--- src/rtl/count_game_pkg.sv ---
// Shared types, constants and helpers for the counting game.
package count_game_pkg;

  localparam int unsigned COUNT_DIV_DEF = 100;
  localparam int unsigned DEBOUNCE_DEF  = 4;
  localparam int unsigned SCAN_DIV_DEF  = 8;
  localparam int unsigned BEEP_LEN_DEF  = 64;

  typedef enum logic [1:0] {
    ST_IDLE,
    ST_RUN,
    ST_RESULT
  } state_e;

  // Two-digit BCD value, tens in hi.
  typedef struct packed {
    logic [3:0] hi;
    logic [3:0] lo;
  } bcd2_t;

  localparam logic [7:0] HIT_EDGE_ROW = 8'hFF;
  localparam logic [7:0] HIT_SIDE_ROW = 8'h81;

  // Common-cathode {g,f,e,d,c,b,a} patterns; non-decimal codes stay dark.
  function automatic logic [6:0] seg7(input logic [3:0] d);
    logic [6:0] s;
    case (d)
      4'd0: s = 7'h3F;
      4'd1: s = 7'h06;
      4'd2: s = 7'h5B;
      4'd3: s = 7'h4F;
      4'd4: s = 7'h66;
      4'd5: s = 7'h6D;
      4'd6: s = 7'h7D;
      4'd7: s = 7'h07;
      4'd8: s = 7'h7F;
      4'd9: s = 7'h6F;
      default: s = 7'h00;
    endcase
    return s;
  endfunction

  // Increment modulo 100.
  function automatic bcd2_t bcd_inc(input bcd2_t v);
    bcd2_t r;
    r = v;
    if (v.lo == 4'd9) begin
      r.lo = 4'd0;
      r.hi = (v.hi == 4'd9) ? 4'd0 : v.hi + 4'd1;
    end else begin
      r.lo = v.lo + 4'd1;
    end
    return r;
  endfunction

  function automatic logic [7:0] hit_row(input logic [2:0] r);
    return (r == 3'd0 || r == 3'd7) ? HIT_EDGE_ROW : HIT_SIDE_ROW;
  endfunction

  function automatic logic [7:0] miss_row(input logic [2:0] r);
    return (8'h01 << r) | (8'h80 >> r);
  endfunction

endpackage

--- src/rtl/count_game_top_debounce.sv ---
// Start button conditioning: 2-FF synchroniser, stability counter and
// single-cycle press pulse per held press.
module debounce_edge #(
  parameter int unsigned DEBOUNCE = 4
) (
  input  logic clk_i,
  input  logic rst_ni,
  input  logic din_i,
  output logic press_o
);

  localparam int unsigned CW = (DEBOUNCE > 1) ? $clog2(DEBOUNCE) : 1;

  logic          sync1_q, sync2_q;
  logic [CW-1:0] cnt_q, cnt_d;
  logic          fired_q, fired_d;
  logic          at_len;

  assign at_len = (cnt_q == CW'(DEBOUNCE - 1));

  // Synchroniser and stability state.
  always_ff @(posedge clk_i) begin
    if (!rst_ni) begin
      sync1_q <= 1'b0;
      sync2_q <= 1'b0;
      cnt_q   <= '0;
      fired_q <= 1'b0;
    end else begin
      sync1_q <= din_i;
      sync2_q <= sync1_q;
      cnt_q   <= cnt_d;
      fired_q <= fired_d;
    end
  end

  // Count stable-high cycles; pulse once, re-arm only after a low cycle.
  always_comb begin
    cnt_d   = cnt_q;
    fired_d = fired_q;
    press_o = 1'b0;
    if (!sync2_q) begin
      cnt_d   = '0;
      fired_d = 1'b0;
    end else if (!at_len) begin
      cnt_d = cnt_q + 1'b1;
    end else begin
      press_o = !fired_q;
      fired_d = 1'b1;
    end
  end

endmodule

--- src/rtl/count_game_top.sv ---
// Counting game FPGA top: round FSM, BCD counters, beep timer and the
// scanned 7-segment / dot-matrix drivers.
module count_game_top
  import count_game_pkg::*;
#(
  parameter int unsigned COUNT_DIV = COUNT_DIV_DEF,
  parameter int unsigned DEBOUNCE  = DEBOUNCE_DEF,
  parameter int unsigned SCAN_DIV  = SCAN_DIV_DEF,
  parameter int unsigned BEEP_LEN  = BEEP_LEN_DEF
) (
  input  logic        clk,
  input  logic        rst,
  input  logic        start,
  input  logic [6:0]  sw,
  output logic [15:0] led,
  output logic [7:0]  seg,
  output logic [7:0]  dig,
  output logic [7:0]  row,
  output logic [7:0]  colg,
  output logic [7:0]  colr,
  output logic        beep
);

  localparam int unsigned PW = (COUNT_DIV > 1) ? $clog2(COUNT_DIV) : 1;
  localparam int unsigned SW = (SCAN_DIV > 1) ? $clog2(SCAN_DIV) : 1;
  localparam int unsigned BW = $clog2(BEEP_LEN + 1);

  logic          press;
  state_e        state_q, state_d;
  logic [PW-1:0] presc_q, presc_d;
  bcd2_t         count_q, count_d, round_q, round_d, score_q, score_d;
  bcd2_t         count_next, tgt;
  logic [15:0]   led_q, led_d;
  logic          hit_q, hit_d, hit_now, wrap;
  logic [BW-1:0] beep_cnt_q, beep_cnt_d;
  logic          beep_q, beep_d;
  logic [SW-1:0] scan_div_q;
  logic [2:0]    scan_idx_q;
  logic [7:0]    seg_q, seg_d, dig_q, dig_d, row_q, row_d;
  logic [7:0]    colg_q, colg_d, colr_q, colr_d;
  logic [6:0]    tgt_bin;
  logic [3:0]    nib;

  debounce_edge #(.DEBOUNCE(DEBOUNCE)) u_debounce (
    .clk_i   (clk),
    .rst_ni  (rst),
    .din_i   (start),
    .press_o (press)
  );

  assign tgt_bin    = (sw > 7'd99) ? 7'd99 : sw;
  assign tgt.hi     = 4'(tgt_bin / 7'd10);
  assign tgt.lo     = 4'(tgt_bin % 7'd10);
  assign wrap       = (presc_q == PW'(COUNT_DIV - 1));
  // A stop in the wrap cycle must see the incremented count.
  assign count_next = wrap ? bcd_inc(count_q) : count_q;
  assign hit_now    = (count_next == tgt);

  // Game state registers.
  always_ff @(posedge clk) begin
    if (!rst) begin
      state_q    <= ST_IDLE;
      presc_q    <= '0;
      count_q    <= '0;
      round_q    <= '0;
      score_q    <= '0;
      led_q      <= '0;
      hit_q      <= 1'b0;
      beep_cnt_q <= '0;
      beep_q     <= 1'b0;
    end else begin
      state_q    <= state_d;
      presc_q    <= presc_d;
      count_q    <= count_d;
      round_q    <= round_d;
      score_q    <= score_d;
      led_q      <= led_d;
      hit_q      <= hit_d;
      beep_cnt_q <= beep_cnt_d;
      beep_q     <= beep_d;
    end
  end

  // Round FSM, counters and beep timer.
  always_comb begin
    state_d    = state_q;
    presc_d    = presc_q;
    count_d    = count_q;
    round_d    = round_q;
    score_d    = score_q;
    led_d      = led_q;
    hit_d      = hit_q;
    beep_cnt_d = '0;
    beep_d     = 1'b0;
    if (beep_cnt_q != '0) begin
      beep_cnt_d = beep_cnt_q - 1'b1;
      beep_d     = 1'b1;
    end
    case (state_q)
      ST_IDLE, ST_RESULT: begin
        if (press) begin
          state_d    = ST_RUN;
          presc_d    = '0;
          count_d    = '0;
          round_d    = bcd_inc(round_q);
          beep_cnt_d = '0;
          beep_d     = 1'b0;
        end
      end
      ST_RUN: begin
        presc_d = wrap ? '0 : presc_q + 1'b1;
        count_d = count_next;
        if (press) begin
          state_d = ST_RESULT;
          hit_d   = hit_now;
          led_d   = {led_q[14:0], hit_now};
          if (hit_now) begin
            if (score_q != 8'h99) score_d = bcd_inc(score_q);
            beep_cnt_d = BW'(BEEP_LEN - 1);
            beep_d     = 1'b1;
          end
        end
      end
      default: state_d = ST_IDLE;
    endcase
  end

  // Digit and matrix-row content for the current scan index.
  always_comb begin
    case (scan_idx_q)
      3'd7:    nib = tgt.hi;
      3'd6:    nib = tgt.lo;
      3'd5:    nib = count_q.hi;
      3'd4:    nib = count_q.lo;
      3'd3:    nib = round_q.hi;
      3'd2:    nib = round_q.lo;
      3'd1:    nib = score_q.hi;
      default: nib = score_q.lo;
    endcase
    seg_d  = {1'b0, seg7(nib)};
    dig_d  = ~(8'h01 << scan_idx_q);
    row_d  = ~(8'h01 << scan_idx_q);
    colg_d = '0;
    colr_d = '0;
    if (state_q == ST_RESULT) begin
      if (hit_q) colg_d = hit_row(scan_idx_q);
      else       colr_d = miss_row(scan_idx_q);
    end
  end

  // Scan timing and registered display outputs.
  always_ff @(posedge clk) begin
    if (!rst) begin
      scan_div_q <= '0;
      scan_idx_q <= '0;
      seg_q      <= '0;
      dig_q      <= '1;
      row_q      <= '1;
      colg_q     <= '0;
      colr_q     <= '0;
    end else begin
      if (scan_div_q == SW'(SCAN_DIV - 1)) begin
        scan_div_q <= '0;
        scan_idx_q <= scan_idx_q + 3'd1;
      end else begin
        scan_div_q <= scan_div_q + 1'b1;
      end
      seg_q  <= seg_d;
      dig_q  <= dig_d;
      row_q  <= row_d;
      colg_q <= colg_d;
      colr_q <= colr_d;
    end
  end

  assign led  = led_q;
  assign seg  = seg_q;
  assign dig  = dig_q;
  assign row  = row_q;
  assign colg = colg_q;
  assign colr = colr_q;
  assign beep = beep_q;

endmodule

--- config.mk ---
export PLATFORM = sky130hd
export DESIGN_NAME = count_game_top
export DESIGN_NICKNAME = d
export VERILOG_FILES = /design/src/rtl/count_game_pkg.sv /design/src/rtl/count_game_top_debounce.sv /design/src/rtl/count_game_top.sv
export SDC_FILE = /design/constraint.sdc
export NUM_CORES = 1
export LEC_CHECK = 0
export ABC_CLOCK_PERIOD_IN_PS = 5300
export BUFFER_PORTS_ARGS = -buffer_cell sky130_fd_sc_hd__buf_2
export CAP_MARGIN = 20
export CORE_MARGIN = 1
export CORE_UTILIZATION = 50
export CTS_CLUSTER_DIAMETER = 60
export DETAILED_ROUTE_END_ITERATION = 10
export GPL_TIMING_DRIVEN = 0
export PLACE_DENSITY = 0.73
export SYNTH_ARGS = -nofsm -noshare
export SYNTH_HDL_FRONTEND = slang
export SYNTH_HIERARCHICAL = 1
export SYNTH_SLANG_ARGS = --single-unit
--- constraint.sdc ---
create_clock -name clk -period 5.3 [get_ports clk]
set_input_delay 1.06 -clock clk [delete_from_list [all_inputs] [get_ports clk]]
set_output_delay 1.06 -clock clk [all_outputs]
set_load 0.03 [all_outputs]
### After elaboration in Yosys (flattened, before gate mapping)

Memories as Yosys holds them, arrays and structs flattened. A register that Yosys moved wholly into a read port is not among the register bits.
Index checks and enable logic that the tools add are counted.

| word-level totals | value |
|---|---|
| register bits | 94 |
| ROM bits | 112 |
| input port bits | 10 |
| output and inout port bits | 57 |
| logic and storage cells | 115 |
| memories | 1 |

Memories:

| memory | depth | bits a word | read ports | clocked after memory_dff | wr ports | line | source |
|---|---|---|---|---|---|---|---|
| (name not given) | 16 | 7 | 1 | 1 | 0 | count_game_pkg.sv:27 | `case (d)` |

| operators by class | value |
|---|---|
| $add $sub $neg | 11 |
| div/mod/pow operators | 2 |
| $lt $le $gt $ge | 1 |
| equality and inequality tests | 22 |
| shifts and indexed selects | 2 |
| mux-type cells | 31 |
| bitwise operators | 4 |
| reduce and logical (&&, ||, !) cells | 19 |

Operator list:

| operator | number |
|---|---|
| 7-bit 2-to-1 mux | 8 |
| 4-bit 2-to-1 mux | 7 |
| 4-bit case mux with 7 select lines | 1 |
| 7-bit case mux with 2 select lines | 2 |
| 4-bit by 1-bit adder with 4-bit output, second input constant | 6 |
| 4-bit == test, second input constant | 6 |
| 8-bit 2-to-1 mux | 2 |
| 8-bit case mux with 2 select lines | 1 |
| 3-bit == test, second input constant | 5 |
| 2-bit AND reduction | 5 |
| 8-bit == test | 1 |
| 8-bit inequality test, second input constant | 1 |
| 8-bit NOT | 1 |
| 8-bit OR | 1 |
| 1-bit by 3-bit left shift with 8-bit output, first input constant | 1 |
| 8-bit by 3-bit >> shifter with 8-bit output, first input constant | 1 |
| 7-bit by 1-bit adder with 7-bit output, second input constant | 1 |
| 7-bit by 4-bit divider with 7-bit output, second input constant | 1 |
| 7-bit == test, second input constant | 1 |
| 7-bit greater-than comparator, second input constant | 1 |
| 7-bit by 4-bit modulo with 7-bit output, second input constant | 1 |
| 7-bit nonzero test | 1 |
| 7-bit by 1-bit subtractor with 7-bit output, second input constant | 1 |
| 3-bit by 1-bit adder with 3-bit output, second input constant | 2 |
| other kinds (21) | 34 |

### Logic depth before layout (Yosys ltp)

| logic depth | value |
|---|---|
| depth after elaboration | 8 |
| depth in mapped cells | 23 |
| mapped depth without buffers | 21 |

### Hierarchy

The synthesis kept the hierarchy.

Modules (own cells, without submodules):

| module | instances | cells an instance | area an instance (um^2) | seq. area each (um^2) |
|---|---|---|---|---|
| count_game_top | 1 | 619 | 4972.3 | 1681.6 |
| debounce_edge | 1 | 16 | 172.7 | 100.1 |

### Worst setup path after synthesis

OpenSTA, ideal clock, no wires.

| timing path | value |
|---|---|
| path kind | input port to flip-flop |
| start point | input sw[5] |
| end point | register score_q[6] (netlist name) |
| arrival time | 5.289 ns |
| required time | 5.230 ns |
| setup slack | -0.059 ns |
| cell stages on the path | 21 |
| cells stage by stage | buf_4 > nand2_1 > and2_1 > ha_1 > buf_6 > a21o_1 > a21oi_1 > ha_1 > nand2_1 > o21ai_1 > o21ai_0 > a32o_1 > nor3_1 > ha_1 > inv_1 > a311oi_1 > nand4_1 > nor3_1 > nand3_4 > or4_1 > a21oi_1 |

| between the ends | value |
|---|---|
| longest elaborated chain between the ends | 5 |

Ends and longest elaborated chain:

| what | line | source |
|---|---|---|
| start: declaration | count_game_top.sv:14 | `input logic [6:0] sw,` |
| 7-bit greater-than comparator | count_game_top.sv:51 | `assign tgt_bin = (sw > 7'd99) ? 7'd99 : sw;` |
| 7-bit 2-to-1 mux (*) | count_game_top.sv:51 |  |
| 7-bit by 4-bit modulo with 7-bit output / 7-bit by 4-bit divider with 7-bit output (equally long branches) | count_game_top.sv:53, count_game_top.sv:52 |  |
| 8-bit == test (*) | count_game_top.sv:57 | `assign hit_now = (count_next == tgt);` |
| 5-bit AND reduction (no line) (*) | - |  |
| end signal: assignment | count_game_top.sv:76 | `score_q <= score_d;` |
| end: declaration | count_game_top.sv:31 | `bcd2_t count_q, count_d, round_q, round_d, score_q, score_d;` |

Every way passes the cells marked *; elsewhere a longest branch is shown, timed or not.
A chain may end at the register's enable or synchronous reset.

### Worst setup path after layout

| timing path | value |
|---|---|
| start point | input sw[5] |
| end point | register seg_q[0] (netlist: seg[0]) |

| between the ends | value |
|---|---|
| longest elaborated chain between the ends | 4 |

Ends and longest elaborated chain:

| what | line | source |
|---|---|---|
| 7-bit greater-than comparator | count_game_top.sv:51 |  |
| 7-bit 2-to-1 mux (*) | count_game_top.sv:51 |  |
| 7-bit by 4-bit modulo with 7-bit output / 7-bit by 4-bit divider with 7-bit output (equally long branches) | count_game_top.sv:53, count_game_top.sv:52 |  |
| 4-bit case mux with 7 select lines (*) | count_game_top.sv:130 | `case (scan_idx_q)` |
| end: declaration | count_game_top.sv:39 | `logic [7:0] seg_q, seg_d, dig_q, dig_d, row_q, row_d;` |

Marks and branches as above.

==> run metrics <==
outcome completed; Yosys reg bits 89; First-pass DRT Iterations 5; Synth Area in Adders 5.84%; initial antenna violation count 0; Top FF cell, synth dfxtp_1; maxcap violations 0; Seq pwr share 49.2%; CP Capture Type register; vias in the first global route 4197; Crit Path Category in -> reg; core area 0.00986 mm²; Post-synth EDFFs 0; post-synthesis mux area share 4.28%; layout cells sized above 1 19.0%; clk_lat worst skew 360 ps; Max Freq 198 MHz; worst-margin pin slew 1020 ps; post-synth net total 669; sequential area share after synthesis 34.6%; Leakage Power 0.00239 µW; crit path time final 5060 ps; synthesized cell area 0.00514 mm²; period utilization 95.5%; total chip power 1460 µW; DP Cell Count 832; I/O Pins 67; Die Footprint 0.0107 mm²; Crit path required time 5600 ps; CP arrival 5360 ps; first-pass GRT wire length 19.5 mm; syn avg cell area 8.10 µm²; Worst slew margin 31.1%; largest net degree at the start of global routing 16; CTS sink count 89; XOR/XNOR share of the synthesized area 3.40%; RSZ-0062 raised after global routing no; residual DRC count 0; clock share of power 29.8%; Max Clock Skew 11.5 ps; Die Span X 103 µm; Placer Congestion 0.885; nets 745; Async SR Flop Fraction 0%; P&R area growth vs syn 14.7%; Layout Cells excl Fill 849; Ys Warns 6; r2r worst-path depth 11; Root Buffer clkbuf_8; Hold Crit Class reg -> reg; met3 WL post-DR 736 µm; total congestion overflow 0; diodes inserted 0; Met2 Routed Length 5.72 mm; TritonCTS buffer count 9; final wirelength 12.2 mm; row count 36; post-synthesis cell count 635; sw frac 30.6%; CTS H-tree depth 3; CTS tree built; DRT iter0 DRCs 347; Worst Path Max Fanout 10; Synth Area in Simple Gates 24.7%; endpoints failing setup 0; Psw 448 µW; WL met1 5.64 mm; Post-CTS Hold Buffers 0; Worst VDD drop 0.160 mV; Combinational Power Share 21.0%; R2R setup slack 1510 ps; number of cells on the worst hold path 1; Setup crit start kind input pin; Reg clk slew, reported paths 90 ps; largest family of logic cells by synthesized area simple AND/OR/NAND/NOR gates; Top Metal Used met4; vias per cell 5.66; Compound-Gate Fraction of Synth Area 19.7%; Int Power 1010 µW; Post-DRT Antenna Nets 0; max-slew violations 0; routed len/inst 14.4 µm; Yosys cell types 75; die height 103 µm; port bufs 64; power per cell area 248 mW/mm²; gr usage total 23.3%; Max Root-Sink Buffers 2; starting density of the core 52.2%; Setup TNS 0 ps; routed vias 4806; Fin. Hold Viols 0; post-DP HPWL 8.88 mm
sequential cells by signal, summed over array words and instances, names as in the netlist, 4 cells and up:
register    count
score_q         8
presc_q         7
beep_cnt_q      7
count_q         8
row             8
seg             7
colr            4
round_q         8
led            16
cell usage in the layout (no fill, tap or decap), types with 10 or more instances in the layout:
| cell type | instances |
|---|---|
| a21oi_1 | 54 |
| a22oi_1 | 12 |
| and2_1 | 12 |
| buf_2 | 70 |
| buf_4 | 22 |
| clkbuf_1 | 21 |
| clkbuf_8 | 10 |
| dfxtp_1 | 89 |
| ha_1 | 22 |
| inv_1 | 18 |
| mux2i_1 | 13 |
| nand2_1 | 70 |
| nand3_1 | 22 |
| nor2_1 | 63 |
| nor2b_1 | 13 |
| nor3_1 | 13 |
| o21ai_0 | 21 |
| xor2_1 | 12 |
synthesized netlist by cell type (all sizes together), types with 3 or more instances:
cell type  number  area, µm²
a22oi          12       90.1
o21a           10       75.1
a21boi          3       22.5
nor2b          13       81.3
nand3          23        128
or3             5       31.3
mux2            6       67.6
ha             24        300
a221oi          6       52.6
nand2          71        267
a21oi          55        275
xor2           12        105
or4             3       22.5
a211oi          5       50.1
nand4           5       31.3
and3b           3       27.5
dfxtp          89       1780
o31ai           5       37.5
clkbuf         20       75.1
xnor2           8       70.1
nand2b          8       50.1
o21ai          28        144
a31oi           4       25.0
and3            8       50.1
inv            19       71.3
and2           13       81.3
nor3b          10       80.1
mux2i          14        153
nand3b          3       22.5
nor3           15       75.1
buf            34        230
nor2           64        243
per-layer routing:
layer	vias to the layer above	track usage [%]
met4	0	6.83
met1	2239	29.5
met3	16	3.76
li1	2379	-
met5	-	0
met2	172	40.6
kinds of logic after synthesis:
family / count (synthesis)
and+or+nand+nor: 254
adders and majority gates: 24
AOI/OAI and AO/OA: 154
xor gates and xnor gates: 20
muxes: 20
DFF: 89
buffers and inverters: 73
other: 1
area by class of cell:
type	count	area, µm²
multi-input cells	473	3070
clock buffers	11	141
flip-flops and latches	89	1780
well taps	133	166
plain buffers	54	308
repair buffers	65	328
inverters	19	71.3
fillers	884	3960
clock inverters	5	38.8
power groups by stage:
| stage | logic (µW) | clock network, µW | registers [µW] |
|---|---|---|---|
| final | 307 | 435 | 720 |
| after global routing | 346 | 468 | 724 |
| after CTS | 297 | 445 | 720 |
| after detailed placement | 288 | 0 | 735 |
| after global placement | 282 | 0 | 734 |
| after floorplan | 223 | 0 | 744 |
worst max-delay path: stages:
cell and delay, ps:
buf_2 110, buf_4 170, nand2_2 130, and2_1 190, ha_1 180, buf_6 140
a21o_1 240, a21oi_4 250, ha_4 200, nand2_1 90, o21ai_2 110, o21ai_2 140
nor3_1 450, nor3_4 110, ha_4 200, o41a_1 140, o21a_2 280, o22ai_2 470
and2b_1 290, mux2i_1 240, and3_1 170
final timing paths:
path / from / to
max reg2reg: scan_idx_q[0] / seg[0]
max: sw[5] / seg[0]
min: scan_div_q[0] / scan_div_q[0]
min reg2reg: scan_div_q[0] / scan_div_q[0]
stage by stage:
| stage | setup WS [ps] | instance area [µm²] | hold WS, ps | util [%] |
|---|---|---|---|---|
| after floorplan | 39.3 | 5150 | 404 | - |
| after global placement | -925 | 5640 | 413 | 57.1 |
| after detailed placement | -984 | 5640 | 427 | 57.1 |
| after CTS | 35.3 | 5860 | 440 | 59.4 |
| after global routing | 15.3 | 5900 | 458 | 59.8 |
| final | 239 | 5900 | 442 | 59.8 |
timing repair:
item,CTS,global route
endpoints found under the setup margin,24,22
gates resized for setup,10,7
setup buffers,0,1
pin swaps,2,2
(Power assumes the default switching activity.)
